==> config.mk <==
export PLATFORM = sky130hd
export DESIGN_NAME = alu_seq_accum
export DESIGN_NICKNAME = d
export VERILOG_FILES = /design/src/rtl/alu_seq_accum_pkg.sv /design/src/rtl/alu_seq_accum_mul.sv /design/src/rtl/alu_seq_accum.sv
export SDC_FILE = /design/constraint.sdc
export NUM_CORES = 1
export LEC_CHECK = 0
export ABC_AREA = 1
export BUFFER_PORTS_ARGS = -buffer_cell sky130_fd_sc_hd__buf_2
export CORE_MARGIN = 8
export CORE_UTILIZATION = 45
export CTS_BUF_LIST = sky130_fd_sc_hd__clkbuf_16
export DETAILED_ROUTE_END_ITERATION = 16
export PLACE_DENSITY = 0.66
export SLEW_MARGIN = 20
export SYNTH_ARGS = -nofsm -noshare
export SYNTH_HDL_FRONTEND = slang
export SYNTH_HIERARCHICAL = 1
export SYNTH_SLANG_ARGS = --single-unit
==> constraint.sdc <==
create_clock -name clk -period 2.05 [get_ports clk]
set_input_delay 0.5125 -clock clk [delete_from_list [all_inputs] [get_ports clk]]
set_output_delay 0.5125 -clock clk [all_outputs]
set_load 0.05 [all_outputs]
==> src/rtl/alu_seq_accum_pkg.sv <==
// Shared opcode and FSM state types for the sequential accumulator ALU.
// Opcode values match the front-panel switch encoding used by the board top.
package alu_seq_accum_pkg;

   typedef enum logic [2:0] {
      OpInc   = 3'd0,
      OpAdd   = 3'd1,
      OpSub   = 3'd2,
      OpXoror = 3'd3,
      OpAny   = 3'd4,
      OpEcho  = 3'd5,
      OpShl   = 3'd6,
      OpMul   = 3'd7
   } alu_op_e;

   typedef enum logic [0:0] {
      StIdle = 1'b0,
      StMul  = 1'b1
   } alu_state_e;

   localparam int unsigned DefaultWidth = 4;

endpackage

==> src/rtl/alu_seq_accum_mul.sv <==
// Iterative shift-add multiplier: one partial product per step, WIDTH steps per product.
// product_o is the accumulator value after the current step, valid when last_o is high.
module alu_seq_accum_mul #(
   parameter int unsigned WIDTH = 4
) (
   input  logic               clk_i,
   input  logic               reset_i,
   input  logic               load_i,
   input  logic               step_i,
   input  logic [WIDTH-1:0]   a_i,
   input  logic [WIDTH-1:0]   b_i,
   output logic [2*WIDTH-1:0] product_o,
   output logic               last_o
);

   localparam int unsigned CntW = (WIDTH > 1) ? $clog2(WIDTH) : 1;

   logic [2*WIDTH-1:0] mcand_q;
   logic [WIDTH-1:0]   mplier_q;
   logic [2*WIDTH-1:0] acc_q;
   logic [CntW-1:0]    cnt_q;

   logic [2*WIDTH-1:0] partial;
   logic [2*WIDTH-1:0] acc_d;

   always_comb begin
      partial   = mplier_q[0] ? mcand_q : '0;
      acc_d     = acc_q + partial;
      product_o = acc_d;
      last_o    = (cnt_q == CntW'(WIDTH - 1));
   end

   always_ff @(posedge clk_i) begin
      if (reset_i) begin
         mcand_q  <= '0;
         mplier_q <= '0;
         acc_q    <= '0;
         cnt_q    <= '0;
      end else if (load_i) begin
         mcand_q  <= {{WIDTH{1'b0}}, a_i};
         mplier_q <= b_i;
         acc_q    <= '0;
         cnt_q    <= '0;
      end else if (step_i) begin
         acc_q    <= acc_d;
         mcand_q  <= mcand_q << 1;
         mplier_q <= mplier_q >> 1;
         cnt_q    <= cnt_q + CntW'(1);
      end
   end

endmodule

==> src/rtl/alu_seq_accum.sv <==
// Clocked ALU with a 2*WIDTH result register; B can be fed back from the result for
// accumulation. Single-cycle ops complete on the start edge, multiply iterates WIDTH cycles.
module alu_seq_accum
   import alu_seq_accum_pkg::*;
#(
   parameter int unsigned WIDTH = DefaultWidth
) (
   input  logic               clk,
   input  logic               reset,
   input  logic               start,
   input  logic [2:0]         func,
   input  logic               use_reg,
   input  logic [WIDTH-1:0]   a,
   input  logic [WIDTH-1:0]   b,
   output logic [2*WIDTH-1:0] result,
   output logic               busy,
   output logic               done
);

   alu_state_e         state_q, state_d;
   logic [2*WIDTH-1:0] result_q, result_d;
   logic               done_q, done_d;

   alu_op_e            op;
   logic [WIDTH-1:0]   op_b;
   logic [WIDTH:0]     sum;
   logic [WIDTH:0]     diff;
   logic [2*WIDTH-1:0] alu_res;

   logic               mul_load;
   logic               mul_step;
   logic [2*WIDTH-1:0] mul_product;
   logic               mul_last;

   // B is taken from the result register as it stood before this edge.
   assign op_b = use_reg ? result_q[WIDTH-1:0] : b;
   assign op   = alu_op_e'(func);

   always_comb begin
      sum     = {1'b0, a} + {1'b0, op_b};
      diff    = {1'b0, a} - {1'b0, op_b};
      alu_res = '0;
      unique case (op)
         OpInc:   alu_res[WIDTH-1:0] = a + WIDTH'(1);
         OpAdd:   alu_res[WIDTH:0] = sum;
         // Bit WIDTH of the extended difference is the borrow.
         OpSub:   alu_res[WIDTH:0] = diff;
         OpXoror: alu_res = {a | op_b, a ^ op_b};
         OpAny:   alu_res[1:0] = {1'b0, |a} + {1'b0, |op_b};
         OpEcho:  alu_res = {a, op_b};
         OpShl:   alu_res = {{WIDTH{1'b0}}, op_b} << a;
         OpMul:   alu_res = '0;
         default: alu_res = '0;
      endcase
   end

   alu_seq_accum_mul #(
      .WIDTH(WIDTH)
   ) u_mul (
      .clk_i    (clk),
      .reset_i  (reset),
      .load_i   (mul_load),
      .step_i   (mul_step),
      .a_i      (a),
      .b_i      (op_b),
      .product_o(mul_product),
      .last_o   (mul_last)
   );

   always_comb begin
      state_d  = state_q;
      result_d = result_q;
      done_d   = 1'b0;
      mul_load = 1'b0;
      mul_step = 1'b0;
      unique case (state_q)
         StIdle: begin
            if (start) begin
               if (op == OpMul) begin
                  mul_load = 1'b1;
                  state_d  = StMul;
               end else begin
                  result_d = alu_res;
                  done_d   = 1'b1;
               end
            end
         end
         StMul: begin
            mul_step = 1'b1;
            if (mul_last) begin
               result_d = mul_product;
               done_d   = 1'b1;
               state_d  = StIdle;
            end
         end
         default: state_d = StIdle;
      endcase
   end

   always_ff @(posedge clk) begin
      if (reset) begin
         state_q  <= StIdle;
         result_q <= '0;
         done_q   <= 1'b0;
      end else begin
         state_q  <= state_d;
         result_q <= result_d;
         done_q   <= done_d;
      end
   end

   assign result = result_q;
   assign done   = done_q;
   assign busy   = (state_q == StMul);

endmodule

==> metrics.txt, run 1 <==
outcome finished clean; clock skew 4.97 ps; CP max stage cell fa_2; area leader, netlist dfxtp_1; Synth top cells by count 99 x nand2_1, 53 x inv_1, 47 x nand3_1, 36 x nor2_1, 34 x a21oi_1; GR Util met2 27.4%; Top FF cell, synth dfxtp_1; clock latency on the worst-skew pair 280 ps; LEAKAGE 0.00172 µW; die width 92.4 µm; WL/cell 14.4 µm; clock sink count 32; die height 92.4 µm; Ports 25; PwrDens 627 nW/µm²; Setup crit end kind register; met3 Usage GRT 4.94%; CTS clk-pin slew, worst paths 60 ps; GPL Wtd Cong 0.937; Gate Count Post-Synth 410; antenna violations before repair 0; area post-placement 3020 µm²; Max Freq 518 MHz; largest cells by area after synthesis dfxtp_1 24%, nand2_1 14%, ha_1 11%; M1 GR Usage 25.7%; library cell with the highest instance count after synthesis nand2_1; first-pass GRT wire length 12.7 mm; Die ar. 8540 µm²; CTS Buffer Depth 2; fin area 3300 µm²; RSZ-0062 raised after global routing true; area share of the leading cell type in the synthesized netlist 24.4%; vias in the first global route 2589; Worst Path Required 2210 ps; Core Area 5780 µm²; CTS tree done; yosys warns 6; Post-Route WL 7.76 mm; Post-synth EDFFs 0; Adder-Cell Fraction of Synth Area 13.7%; Max-Cap Viols 0; nets@finish 503; max incr delay on CP 350 ps; Setup Viol. Count Final 0; Critical Path, Cell by Cell buf_2 > buf_4 > nand2_4 > nand2_4 > buf_6 > fa_2 > nand2_1 > inv_1 > o21ai_2 > a21oi_2 > nor2_1 > nand3_1 > nand2_1 > a21oi_1; largest family of logic cells by synthesized area simple AND/OR/NAND/NOR gates; WHS 470 ps; asr flop ratio synth 0%; XOR/XNOR share of the synthesized area 2.00%; Rel. slew slack 65.6%; Residual DRC 0; Final Util 57.1%; Seq cells post-synth 32; Synth Area in Simple Gates 34.7%; port buffer count 24; CTS buffer count 5; Rows 28; via density per instance 5.32; crit share post-route 94.2%; crit path max fanout 3; startpoint types input pin; worst slew pin tran 515 ps; synthesized cell area 2630 µm²; DR vias 2857; maximum VDD drop 0.561 mV; P&R area growth vs syn 25.5%; CTS root buf clkbuf_16; initial drt markers 175; share of cells above drive strength 1 21.4%; post-synth cell types 34; antenna-violating nets left 0; total power 2070 µW; syn nets 452; Slew Viols, Final 0; GRT Total Usage 18.5%; CTS H-Tree Depth 2; CP Class input pin to register; post-synthesis sequential area ratio 24.4%; Setup TNS 0 ps; Top Usage Layer GRT met2; average size of a mapped cell 6.41 µm²; hold buffer count at cts 0; hpwl dp 6.06 mm; Initial Util 45.5%; post-synthesis mux area share 0%; Final Hold Fails 0; worst hold path type register to register; gr ovfl total 0; total iterations of the first detailed-routing run 5; # diodes 0; largest net degree at the start of global routing 26; crit path DAT 2090 ps; Fill cells 575; Tmin final 1930 ps; compound-gate portion of the synthesized area 14.8%
placed cells by master, fill, tap and decap left out, types with 4 or more instances in the layout:
| cell type | Yosys | layout |
|---|---|---|
| ha_4 | 0 | 4 |
| nor2_1 | 36 | 36 |
| a21oi_1 | 34 | 33 |
| ha_1 | 24 | 20 |
| buf_2 | 10 | 24 |
| inv_1 | 53 | 48 |
| nand2_2 | 0 | 4 |
| dfxtp_1 | 32 | 29 |
| buf_4 | 0 | 30 |
| nand4_1 | 6 | 6 |
| inv_2 | 2 | 7 |
| nand3_1 | 47 | 47 |
| nor3_1 | 4 | 4 |
| nand2_1 | 99 | 92 |
| o21ai_0 | 22 | 20 |
| nand3b_1 | 5 | 5 |
| clkbuf_16 | 0 | 5 |
flip-flops by register name (all words and copies together) (netlist names):
register        flops
result              8
u_mul/mplier_q      4
u_mul/acc_q         8
busy                1
done                1
u_mul/cnt_q         2
u_mul/mcand_q       8
through the flow:
stage	setup WS, ps	std cells
floorplan	0.109	410
global placement	-233	528
detailed placement	-306	528
CTS	8.63	536
global route	-19.6	537
finish	119	537
cell families after synthesis:
kind of cell    count (synthesis)
simple gates                  206
compound gates                 70
buf+inv                        69
flops                          32
fa+ha+maj                      27
xor+xnor                        6
final timing paths:
path	from	endpoint	slack [ps]	cells after the start
max reg2reg	u_mul/mcand_q[0]	result[4]	140	12
min	u_mul/mcand_q[6]	u_mul/mcand_q[7]	470	2
min reg2reg	u_mul/mcand_q[6]	u_mul/mcand_q[7]	470	2
max	use_reg	result[4]	120	14
power by group:
group	internal [µW]	leakage [µW]	switching [µW]
sequential	658	0.000262	23.0
clock	570	0.0000798	279
combinational	199	0.00138	341
routing by layer:
| layer | routed length (µm) | up-vias |
|---|---|---|
| met3 | 537 | 6 |
| met2 | 3440 | 88 |
| li1 | - | 1438 |
| met4 | 72 | 0 |
| met1 | 3710 | 1325 |
| met5 | 0 | - |
critical path, delay by kind of cell:
family / cells / cell delay (ps)
and+or+nand+nor: 6 / 490
buffers and inverters: 4 / 450
adders and majority gates: 1 / 350
AOI/OAI and AO/OA: 3 / 270
area by class of cell:
class | instances | area, µm² | share of cell area (%)
clock buffers | 5 | 125 | 3.79
multi-input cells | 309 | 1810 | 55.0
flip-flops and latches | 32 | 644 | 19.5
repair buffers | 55 | 357 | 10.8
well taps | 75 | 93.8 | 2.84
inverters | 58 | 223 | 6.75
clock inverters | 3 | 42.5 | 1.29
what timing repair did:
item,in CTS,in global routing
endpoints found under the setup margin,2,5
buffers inserted,0,1
gates cloned,0,0
gates resized for setup,2,26
pin swaps,0,6
(Power assumes the default switching activity.)
==> run 2: changes to the inputs <==
==> constraint.sdc (replaced) <==
create_clock -name clk -period 2.05 [get_ports clk]
set_input_delay 0.205 -clock clk [delete_from_list [all_inputs] [get_ports clk]]
set_output_delay 0.205 -clock clk [all_outputs]
set_load 0.05 [all_outputs]
==> run 2 against run 1 <==
Compared with the run above:
- fmax up 0.51%
- sequential power about the same
- utilization is 3.4 points lower
- via count down 3.7%
- first-iteration DRC count is 2.9% higher
- sequential cell count is the same
- clock power is 18% lower
- power is 9.9% lower
- hold slack got worse by 210 ps
- largest cell class unchanged
- highest routed layer unchanged
==> metrics.txt, run 2 (synthesis gave the netlist of run 1 again) <==
outcome finished clean; pre-CTS setup slack -38.3 ps (+268 ps); RR Endpoint result[3]; # diodes 0 (unchanged); clock latency on the worst-skew pair 280 ps (about the same); via density per instance 5.25 (-1.3%); PwrDens 601 nW/µm² (-4.3%); startpoint types register; Post-Route WL 7.52 mm (-3.0%); die width 92.4 µm (unchanged); Rows 28 (unchanged); total iterations of the first detailed-routing run 4 (-1); Int Pwr 1260 µW (-11%); Worst Path Required 2220 ps (about the same); WL/cell 14.4 µm (-0.64%); worst r2r src result[2]; Setup Viol. Count Final 0 (unchanged); Residual DRC 0 (unchanged); share of cells above drive strength 1 15.6% (-5.8 points); Final Util 53.7% (-3.4 points); maximum VDD drop 0.435 mV (-23%); commonest non-fill, non-tap cell in the layout nand2_1; Critical Path, Cell by Cell nand2_1 > nand2_1 > inv_1 > ha_2 > inv_1 > a21oi_1 > nand3_1 > nand3_1 > nand2_1 > o21bai_1 > a21oi_1; Tmin final 1920 ps (-9.82 ps); Final Hold Fails 0 (unchanged); CTS tree done; Setup crit end kind register; Psw 602 µW (-6.3%); vias in the first global route 2619 (+1.2%); Clk network pwr share 37.1% (-3.9 points); FF-to-FF path depth 11 (-1); P&R area growth vs syn 18.1%; Core Area 5780 µm² (unchanged); crit share post-route 93.7% (-0.48 points); CP most frequent cell nand2_1; Flop pwr share 36.5% (+3.6 points); crit path DAT 2090 ps (about the same); port buffer count 24 (unchanged); r2r setup slk 130 ps (about the same); first-pass GRT wire length 12.4 mm (-2.5%); DR vias 2751 (-3.7%); CP Class register to register; Slew Viols, Final 0 (unchanged); CTS root buf clkbuf_16; met2 wire len 3.25 mm (-5.5%); CTS H-Tree Depth 2 (unchanged); hold path start reset; worst hold path type input pin to register; met3 WL 488 µm (-9.1%); Setup TNS 0 ps (unchanged); Comb power frac 26.4% (+0.3 points); Ports 25 (unchanged); initial drt markers 180 (+2.9%); Sw Ratio 32.3% (+1.2 points); most frequent cells in the layout 98 x nand2_1, 53 x inv_1, 47 x nand3_1; Fill cells 590 (+2.6%); CTS Buffer Depth 2 (unchanged); GRT Total Usage 17.9% (-0.56 points); clock skew 7.58 ps (+2.62 ps); CTS buffer count 5 (unchanged); post-CTS setup buffers 0 (unchanged); Initial Util 45.5% (unchanged); CP max stage cell ha_2; gr ovfl total 0 (unchanged); Max Freq 520 MHz (+0.51%); antenna-violating nets left 0 (unchanged); DR top layer met4; antenna violations before repair 0 (unchanged); area post-placement 2940 µm² (-2.7%); Die ar. 8540 µm² (unchanged); WHS 258 ps (-212 ps); crit path max fanout 7 (+4); CTS clk-pin slew, worst paths 60 ps (about the same); worst slew pin tran 507 ps (-8.18 ps); RSZ-0062 raised after global routing false; LEAKAGE 0.00164 µW (-4.7%); Max-Cap Viols 0 (unchanged); nets@finish 491 (-2.4%); worst setup margin 129 ps (+9.83 ps); hpwl dp 5.92 mm (-2.3%); GPL Wtd Cong 0.971 (+3.6%); hold path depth 2 (unchanged); die height 92.4 µm (unchanged); clock sink count 32 (unchanged); max incr delay on CP 400 ps (+50 ps); Rel. slew slack 66.1% (+0.55 points); largest net degree at the start of global routing 26 (unchanged); Worst Hold Endpoint done; fin area 3110 µm² (-5.9%); M1 WL 3.70 mm (-0.16%)
==> run 2: timing repair <==
action,CTS,global route
hold buffers,0,0
endpoints found under the setup margin,0,5
endpoints found under the hold margin,0,0
gates resized for setup,0,11
==> run 2: final cells by class <==
type                    count  area [µm²]  area share, %
inverters                  58         223           7.17
multi-input cells         309        1750           56.3
clock buffers               5         125           4.03
repair buffers             43         263           8.46
well taps                  75        93.8           3.02
flip-flops and latches     32         644           20.7
clock inverters             2        7.51          0.242
==> run 2: power by group through the flow <==
stage,registers (µW),logic (µW),clock network [µW]
final,681,493,692
after global routing,685,547,739
after CTS,681,482,706
after detailed placement,693,479,0
after global placement,693,478,0
after floorplan,740,270,0
==> run 2: metal layers <==
metal	up-vias	track usage, %
li1	1415	-
met1	1257	24.4
met2	73	27.3
met3	6	4.29
met4	0	5.23
met5	-	0
==> run 2: per-stage QoR <==
| stage | total power (µW) | std cells |
|---|---|---|
| 2_1_floorplan | 1010 | 410 |
| 4_1_cts | 1870 | 524 |
| 6_report | 1870 | 524 |
| 5_1_grt | 1970 | 524 |
| 3_3_place_gp | 1170 | 517 |
| 3_5_place_dp | 1170 | 517 |
==> run 2: worst max-delay path by stage <==
stage	from	to	slack, ps	depth (start not counted)
floorplan	busy	u_mul/acc_q[2]	30	10
global route	result[1]	result[0]	2	12
detailed placement	use_reg	result[2]	-40	14
finish	result[2]	result[3]	130	11
global placement	use_reg	result[1]	40	12
CTS	result[0]	result[4]	50	12
==> run 2: critical path, delay by kind of cell, from the launching register on <==
kind,cells,cell delay (ps)
buffers and inverters,2,150
adders and majority gates,1,400
and+or+nand+nor,5,510
DFF,1,350
AOI/OAI and AO/OA,3,410
==> run 3: changes to the inputs <==
- BUFFER_PORTS_ARGS: -buffer_cell sky130_fd_sc_hd__buf_2 -> not set
- DONT_BUFFER_PORTS: not set -> 1
- PLACE_DENSITY: 0.66 -> not set
==> run 3 against run 2 <==
Compared with the run above:
- first-iteration DRC count decreased by 18%
- combinational power decreased by 13%
- critical endpoint is now result[2]
- critical path depth increased by 1
- count of clock-buffer cells in the layout unchanged
- clock skew decreased by 3.6 ps
==> metrics.txt, run 3 (synthesis gave the netlist of run 1 again) <==
clock skew 3.94 ps (-3.65 ps); commonest non-fill, non-tap cell in the layout nand2_1; CTS H-Tree Depth 2 (unchanged); fin cells 504 (-3.8%); Final Util 51.9% (-1.8 points); Tmin final 1950 ps (+31.1 ps); Rel. slew slack 63.6% (-2.6 points); CTS clk-pin slew, worst paths 60 ps (about the same); PwrDens 618 nW/µm² (+2.9%); area of the multi-input gates 1730 µm² (-1.2%); crit path max fanout 3 (-4); Slew Viols, Final 0 (unchanged); P&R area growth vs syn 14.1%; CTS root buf clkbuf_16; CTS buffer count 5 (unchanged); Core Area 5780 µm² (unchanged); total power 1860 µW (-0.56%); DR vias 2690 (-2.2%); Critical Path, Cell by Cell nand2_1 > nand2_2 > ha_2 > inv_1 > fa_2 > xnor2_1 > nand2_1 > o21ai_0 > nor3_1 > nand2_1 > nand2_1 > a21oi_1; CP Class register to register; gr ovfl total 0 (unchanged); WHS 77.9 ps (-180 ps); worst slew pin tran 546 ps (+38.3 ps); GRT Total Usage 18.9% (+1.0 points); crit share post-route 95.2% (+1.5 points); Initial Util 45.5% (unchanged); Worst Path Required 2200 ps (-20 ps); WL/cell 15.2 µm (+6.0%); CTS tree done; pre-CTS setup slack -9.35 ps (+28.9 ps); Max Freq 512 MHz (-1.6%); first-pass GRT wire length 12.9 mm (+3.9%); family with the most delay on the worst path simple AND/OR/NAND/NOR gates; most frequent cells in the layout 98 x nand2_1, 53 x inv_1, 47 x nand3_1; hold path start a[0]; maximum VDD drop 0.338 mV (-22%); die width 92.4 µm (unchanged); die height 92.4 µm (unchanged); CP max stage cell fa_2; max incr delay on CP 360 ps (-40 ps); FF/Latch Area 644 µm² (unchanged); clock latency on the worst-skew pair 280 ps (about the same); post-CTS setup buffers 0 (unchanged); antenna-violating nets left 0 (unchanged); outcome finished clean; vias in the first global route 2622 (+0.11%); Post-Route WL 7.67 mm (+2.0%); worst r2r src result[0]; LEAKAGE 0.00154 µW (-6.3%); crit path DAT 2100 ps (about the same); GPL Wtd Cong 0.999 (+2.9%); Ports 25 (unchanged); Fill cells 599 (+1.5%); via density per instance 5.34 (+1.7%); Setup crit end kind register; # diodes 0 (unchanged); Rows 28 (unchanged); worst setup margin 97.5 ps (-31.1 ps); antenna violations before repair 0 (unchanged); Residual DRC 0 (unchanged); worst hold path type input pin to register; startpoint types register; Max-Cap Viols 0 (unchanged); largest net degree at the start of global routing 21 (-19%); initial drt markers 148 (-18%); nets@finish 470 (-4.3%); CP most frequent cell nand2_1; CP startpoint result[0]; Die ar. 8540 µm² (unchanged); Final Hold Fails 0 (unchanged); Setup Viol. Count Final 0 (unchanged); buffer and inverter count on the worst path 1 (-1); total iterations of the first detailed-routing run 5 (+1); port buffer count 0 (-100%); hpwl dp 6.10 mm (+3.1%); Placed Cells 495 (-4.3%); clock sink count 32 (unchanged); share of cells above drive strength 1 11.4% (-4.2 points); CTS Buffer Depth 2 (unchanged)
-- run 3: cell types whose count changed in the layout (fill, tap and decap cells not counted), sizes merged --
cell         delta
clkinvlp        +2
clkinv          -1
dlygate4sd3     +1
buf            -22
-- run 3: per-stage QoR --
step	setup TNS [ps]	instance area [µm²]
finish	0	3000
global placement	-48.1	2830
floorplan	0	2630
detailed placement	-9.35	2830
global route	-0.685	3000
CTS	0	2990
-- run 3: where the power goes --
| part | switching, µW | leakage (µW) | internal, µW |
|---|---|---|---|
| Clock | 280 | 0.0000635 | 445 |
| Combinational | 269 | 0.00121 | 158 |
| Sequential | 45.8 | 0.000262 | 658 |
-- run 3: path summary, 6_finish.rpt --
path	slack, ps	cells after the start	to
setup reg to reg	100	12	result[2]
setup / recovery	100	12	result[2]
hold reg to reg	470	2	u_mul/acc_q[0]
hold / removal	80	2	u_mul/mcand_q[0]
-- run 3: repair_timing --
action,4_1_cts,5_1_grt
endpoints found under the setup margin,2,4
endpoints found under the hold margin,4,0
pin swaps,2,2
hold buffers,1,0
gates cloned,0,0
resized for setup,3,3
-- run 3: per-layer routing --
metal,vias up,wire (µm),track usage [%]
met5,-,0,0
met1,1199,3210,21.7
li1,1376,-,-
met2,92,3660,32.1
met3,23,475,3.96
met4,0,327,10.5
-- run 3: final cells by class --
cell class | count | area share [%]
multi-input combinational | 309 | 57.6
timing repair buffer | 22 | 5.59
tap | 75 | 3.13
inverter | 58 | 7.42
sequential | 32 | 21.5
clock inverter | 3 | 0.626
clock buffer | 5 | 4.17
-- run 3: worst reg2reg max path, cell delays in order, from the launching register on --
cell and delay (ps):
dfxtp_2 320, nand2_1 70, nand2_2 110, ha_2 180, inv_1 70, fa_2 360
xnor2_1 140, nand2_1 50, o21ai_0 70, nor3_1 230, nand2_1 80, nand2_1 70
a21oi_1 80
